### src/rtl/pipeline_ctrl.sv
// Pipeline sequencing controller: run/halt FSM, per-stage register enables,
// load-use stall and control-hazard flush decisions, cycle/retire counters.
module pipeline_ctrl #(
   parameter int unsigned CNT_W        = 32,
   parameter int unsigned DRAIN_CYCLES = 3
) (
   input  logic             clk,
   input  logic             rst,
   input  logic             start,
   input  logic             halt_req,
   input  logic             mem_read_id_ex,
   input  logic [4:0]       rd_id_ex,
   input  logic [4:0]       rs1_if_id,
   input  logic [4:0]       rs2_if_id,
   input  logic [31:0]      instr_if_id,
   input  logic             branch_ex_mem,
   input  logic             zero_flag_ex_mem,
   input  logic             jump_ex_mem,
   output logic             pc_en,
   output logic             if_id_en,
   output logic             pipe_en,
   output logic             flush_if_id,
   output logic             flush_id_ex,
   output logic             flush_ex_mem,
   output logic             redirect,
   output logic             busy,
   output logic             done,
   output logic [CNT_W-1:0] cycle_cnt,
   output logic [CNT_W-1:0] retired_cnt
);

   localparam int unsigned      DW         = (DRAIN_CYCLES > 1) ? $clog2(DRAIN_CYCLES) : 1;
   localparam logic [DW-1:0]    DRAIN_LOAD = DW'(DRAIN_CYCLES - 1);
   localparam logic [CNT_W-1:0] CNT_MAX    = '1;

   typedef enum logic [1:0] {StIdle, StRun, StDrain, StDone} state_e;

   state_e           state_q, state_d;
   logic [DW-1:0]    drain_q, drain_d;
   logic             v_if_id_q, v_id_ex_q, v_ex_mem_q, v_mem_wb_q;
   logic [CNT_W-1:0] cycle_q, retired_q;

   logic halt_word;
   logic redirect_hit;
   logic load_use;
   logic halt_hit;
   logic launch;

   assign halt_word    = (instr_if_id == 32'h0000_0000);
   assign redirect_hit = v_ex_mem_q & ((branch_ex_mem & zero_flag_ex_mem) | jump_ex_mem);
   assign load_use     = mem_read_id_ex & v_id_ex_q & (rd_id_ex != 5'd0) &
                         ((rd_id_ex == rs1_if_id) | (rd_id_ex == rs2_if_id));
   assign halt_hit     = (v_if_id_q & halt_word) | halt_req;

   assign busy        = (state_q == StRun) || (state_q == StDrain);
   assign done        = (state_q == StDone);
   assign cycle_cnt   = cycle_q;
   assign retired_cnt = retired_q;

   // Next state and all enable/flush outputs, prioritised redirect > stall > halt.
   always_comb begin
      state_d      = state_q;
      drain_d      = drain_q;
      launch       = 1'b0;
      pc_en        = 1'b0;
      if_id_en     = 1'b0;
      pipe_en      = 1'b0;
      flush_if_id  = 1'b0;
      flush_id_ex  = 1'b0;
      flush_ex_mem = 1'b0;
      redirect     = 1'b0;
      unique case (state_q)
         StIdle, StDone: begin
            if (start) begin
               state_d = StRun;
               launch  = 1'b1;
            end
         end
         StRun, StDrain: begin
            if (redirect_hit) begin
               // Also catches a wrong-path halt: the drain is abandoned.
               pc_en        = 1'b1;
               if_id_en     = 1'b1;
               pipe_en      = 1'b1;
               flush_if_id  = 1'b1;
               flush_id_ex  = 1'b1;
               flush_ex_mem = 1'b1;
               redirect     = 1'b1;
               state_d      = StRun;
            end else if (state_q == StDrain) begin
               pipe_en     = 1'b1;
               flush_if_id = 1'b1;
               if (drain_q == '0) begin
                  state_d = StDone;
               end else begin
                  drain_d = drain_q - 1'b1;
               end
            end else if (load_use) begin
               pipe_en     = 1'b1;
               flush_id_ex = 1'b1;
            end else if (halt_hit) begin
               // IF/ID is enabled so the flush turns the halt slot into a NOP.
               if_id_en    = 1'b1;
               pipe_en     = 1'b1;
               flush_if_id = 1'b1;
               state_d     = StDrain;
               drain_d     = DRAIN_LOAD;
            end else begin
               pc_en    = 1'b1;
               if_id_en = 1'b1;
               pipe_en  = 1'b1;
            end
         end
         default: state_d = StIdle;
      endcase
   end

   // FSM state and drain countdown.
   always_ff @(posedge clk) begin
      if (rst) begin
         state_q <= StIdle;
         drain_q <= '0;
      end else begin
         state_q <= state_d;
         drain_q <= drain_d;
      end
   end

   // Per-stage valid bits; the halt word is not an instruction and never leaves IF/ID.
   always_ff @(posedge clk) begin
      if (rst || launch) begin
         v_if_id_q  <= 1'b0;
         v_id_ex_q  <= 1'b0;
         v_ex_mem_q <= 1'b0;
         v_mem_wb_q <= 1'b0;
      end else begin
         if (if_id_en) begin
            v_if_id_q <= pc_en & ~flush_if_id;
         end
         if (pipe_en) begin
            v_id_ex_q  <= v_if_id_q & ~halt_word & ~flush_id_ex;
            v_ex_mem_q <= v_id_ex_q & ~flush_ex_mem;
            v_mem_wb_q <= v_ex_mem_q;
         end
      end
   end

   // Saturating cycle and retired-instruction counters, cleared on each launch.
   always_ff @(posedge clk) begin
      if (rst || launch) begin
         cycle_q   <= '0;
         retired_q <= '0;
      end else begin
         if (busy && (cycle_q != CNT_MAX)) begin
            cycle_q <= cycle_q + 1'b1;
         end
         if (pipe_en && v_mem_wb_q && (retired_q != CNT_MAX)) begin
            retired_q <= retired_q + 1'b1;
         end
      end
   end

endmodule

### config.mk
export PLATFORM = sky130hd
export DESIGN_NAME = pipeline_ctrl
export DESIGN_NICKNAME = d
export VERILOG_FILES = /design/src/rtl/pipeline_ctrl.sv
export SDC_FILE = /design/constraint.sdc
export NUM_CORES = 1
export LEC_CHECK = 0
export BUFFER_PORTS_ARGS = -buffer_cell sky130_fd_sc_hd__buf_2
export CAP_MARGIN = 10
export CORE_ASPECT_RATIO = 1.25
export CORE_MARGIN = 3
export CORE_UTILIZATION = 45
export DETAILED_ROUTE_END_ITERATION = 6
export GPL_TIMING_DRIVEN = 0
export MAX_ROUTING_LAYER = met4
export PLACE_DENSITY = 0.73
export SLEW_MARGIN = 20
export SYNTH_ARGS = -nofsm -noshare
export SYNTH_HDL_FRONTEND = slang
export SYNTH_SLANG_ARGS = --single-unit
### constraint.sdc
create_clock -name clk -period 6.01 [get_ports clk]
set_input_delay 1.202 -clock clk [delete_from_list [all_inputs] [get_ports clk]]
set_output_delay 1.202 -clock clk [all_outputs]
set_load 0.05 [all_outputs]
==> impl_metrics.toml <==
[status]
status = "complete, no violations"

[placement]
portBuffers = 127
dp_hpwl_um = 7396
place.gp.congestion = 0.8486
dpl_cell_area_um2 = 4579

[final_layout]
layout-drive-gt1-share_pct = 28.31
final_nets = 653
design_area_um2 = 4798
mostFrequentLayoutCells = "buf_2 (130), dfxtp_1 (72), nor2_1 (62), xnor2_1 (34)"
fin_util_pct = 59.85
final_common_cell = "buf_2"
syn_to_final_growth_pct = 25.45
antenna_cells = 0
nFillCells = 730

[floorplanning]
die_h_um = 109.1
core-area_um2 = 8018
dieArea_um2 = 9649
row_count = 36
io_pins = 128
initial_core_util_pct = 47.71
die_w_um = 88.46

[setup_path]
critPathCapture = "pc_en"
cp-startpoint = "rd_id_ex[0]"
regToRegSetupSlack_ns = 3.42
slowest_stage = "or3_1"
crit_buf_inv = 2
r2r_end = "retired_cnt[21]"
cp_max_fo = 5
critPathTopFamily = "compound AO/OA/AOI/OAI gates"
r2r_cells = 7
cp.depth = 7
max_stage_delay_ns = 0.39
start_kind = "input pin"
required_ns = 4.81
reg2reg_from = "state_q[0]"
crit_chain = "buf_2 -> or3_1 -> o311a_1 -> a21oi_1 -> o21ai_1 -> nor2_1 -> buf_2"
crit_path_frequent_cell = "buf_2"
arrival_ns = 2.77
critPathKind = "in -> out"
worstSetupEndpointType = "primary output"

[global_route]
antenna_found_initial = 0
overflow = 0
grt_pass1_vias = 3501
grt_max_degree = 14
grt_pass1_wl_um = 15900
grt_usage_pct = 20.90

[synthesis]
syn_inst = 454
synth_seq_cells = 72
async_flop_share_pct = 0
yosysWarningCount = 0
syn_nets = 515
ys.flop_type = "dfxtp_1"
synth_cell_type_count = 54
synth_edf_count = 0
syn_area_per_cell_um2 = 8.425
synth-seq-area-share_pct = 37.68
synthesis.area_um2 = 3825

[flow_run]
cap_violations = 0

[clocking]
clk_pin_slew_ns = 0.07
htreeDepth = 3
cts_root_buf = "clkbuf_8"
post_cts_buffers = 0
ctsResizeCount = 0
cts_buffer_depth = 2
cts_hold_buf = 0
cts_tree = "done"
clk_latency_ns = 0.34
clock_sinks = 72
cts_made_buffers = 9

[drt]
ant_nets = 0
viasPerCell = 5.501
drc = 0
vias = 3807
wirelength_um = 9664
post_drt_wl_per_cell_um = 13.97
drt_iter0_drc = 183
first_pass_iters = 6

[sta]
final.setup_skew_ns = 0.008706
hold_ws_ns = 0.4695
setup-tns-final_ns = 0
period_minus_slack_ns = 3.975
clock.fmax_ghz = 0.2516
hold_violations = 0
rsz0062_at_grt = "false"
period_share_pct = 66.14
relSlewSlack_pct = 60.25
setup_viol = 0
drv_slew = 0
timing_worst_slew_pin_value_ns = 0.5927

[power_and_ir_drop]
p_leak_nw = 1.916
finalPower_w = 0.001333
max-vdd-ir-drop_uv = 149.7
p_per_area_nw_per_um2 = 277.9

[min_path]
hp-class = "reg -> reg"
worst register-to-register path: cells and delay by family, from the launching register on:
family / cells / cell delay (ns)
AND/OR/NAND/NOR: 1 / 0.10
flip-flops: 1 / 0.38
buffers and inverters: 4 / 1.37
AO/OA/AOI/OAI: 1 / 0.26
adder cells (fa/ha/maj): 1 / 0.36
state kept, by name, summed over array words and instances, names as in the netlist:
signal       flops
cycle_cnt       32
v_ex_mem_q       1
retired_cnt     32
v_mem_wb_q       1
state_q          2
v_id_ex_q        1
v_if_id_q        1
drain_q          2
cells by family (layout without fill, tap and decap cells):
logic type / after synthesis / count (layout) / share of synthesized area (%)
AND/OR/NAND/NOR: 217 / 217 / 31.24
AO/OA/AOI/OAI: 73 / 73 / 12.50
flip-flops: 72 / 72 / 37.68
XOR/XNOR: 53 / 53 / 12.14
buffers and inverters: 29 / 172 / 3.435
adder cells (fa/ha/maj): 6 / 6 / 1.963
multiplexers: 4 / 4 / 1.047
how the worst min path moves through the flow:
stage / startpoint / end / slack (ns) / depth (start not counted)
2_1_floorplan: v_mem_wb_q / v_mem_wb_q / 0.43 / 2
3_3_place_gp: v_mem_wb_q / v_mem_wb_q / 0.44 / 2
3_5_place_dp: v_mem_wb_q / v_mem_wb_q / 0.46 / 2
4_1_cts: v_mem_wb_q / v_mem_wb_q / 0.47 / 2
5_1_grt: v_mem_wb_q / v_mem_wb_q / 0.49 / 2
6_report: v_mem_wb_q / v_mem_wb_q / 0.47 / 2
cells in the mapped netlist, types with 3 or more instances:
| cell type | n | area, um^2 |
|---|---|---|
| nor2b_1 | 4 | 25.02 |
| a21o_1 | 3 | 22.52 |
| nor4_1 | 11 | 68.82 |
| and2_1 | 5 | 31.28 |
| o21ai_0 | 9 | 45.04 |
| nand3_1 | 24 | 120.1 |
| mux2i_1 | 4 | 40.04 |
| buf_4 | 3 | 22.52 |
| a31oi_1 | 3 | 18.77 |
| nand4b_1 | 3 | 26.28 |
| buf_2 | 3 | 15.01 |
| nand2_1 | 29 | 108.9 |
| ha_1 | 6 | 75.07 |
| nor3_1 | 9 | 45.04 |
| and3_1 | 11 | 68.82 |
| xor2_1 | 19 | 166.4 |
| nand4_1 | 16 | 100.1 |
| or3_1 | 20 | 125.1 |
| dfxtp_1 | 72 | 1441 |
| clkbuf_1 | 7 | 26.28 |
| o21ai_1 | 12 | 60.06 |
| nor2_1 | 62 | 232.7 |
| and4_1 | 9 | 78.83 |
| inv_1 | 12 | 45.04 |
| a21oi_1 | 29 | 145.1 |
| xnor2_1 | 34 | 297.8 |
final cells by class:
cell class | count | area [um^2] | share of cell area [%]
clock buffer | 9 | 123.9 | 2.581
clock inverter | 7 | 95.09 | 1.982
tap | 95 | 118.9 | 2.477
buffer | 16 | 82.58 | 1.721
inverter | 13 | 48.80 | 1.017
sequential | 72 | 1441 | 30.04
multi-input combinational | 353 | 2252 | 46.94
timing repair buffer | 127 | 635.6 | 13.25
metal layers:
layer	GRT usage, %	vias up	part of all wire [%]
li1	-	1900	-
met1	25.51	1779	44
met2	33.64	117	50
met3	4.989	11	5.7
met4	7.235	0	1.1
met5	-	-	0
where the power goes:
group	switching [W]	total, W	internal, W
Clock	0.000188	0.000423	0.000234
Combinational	0.000293	0.000406	0.000113
Sequential	0.0000128	0.000504	0.000492
per-stage QoR:
stage / setup WS, ns / std cells
after floorplan: 1.969 / 454
after global placement: 2.064 / 676
after detailed placement: 2.034 / 676
after CTS: 2.028 / 692
after global routing: 1.962 / 692
final: 2.035 / 692
No activity file was read; power rests on OpenSTA's default activity.
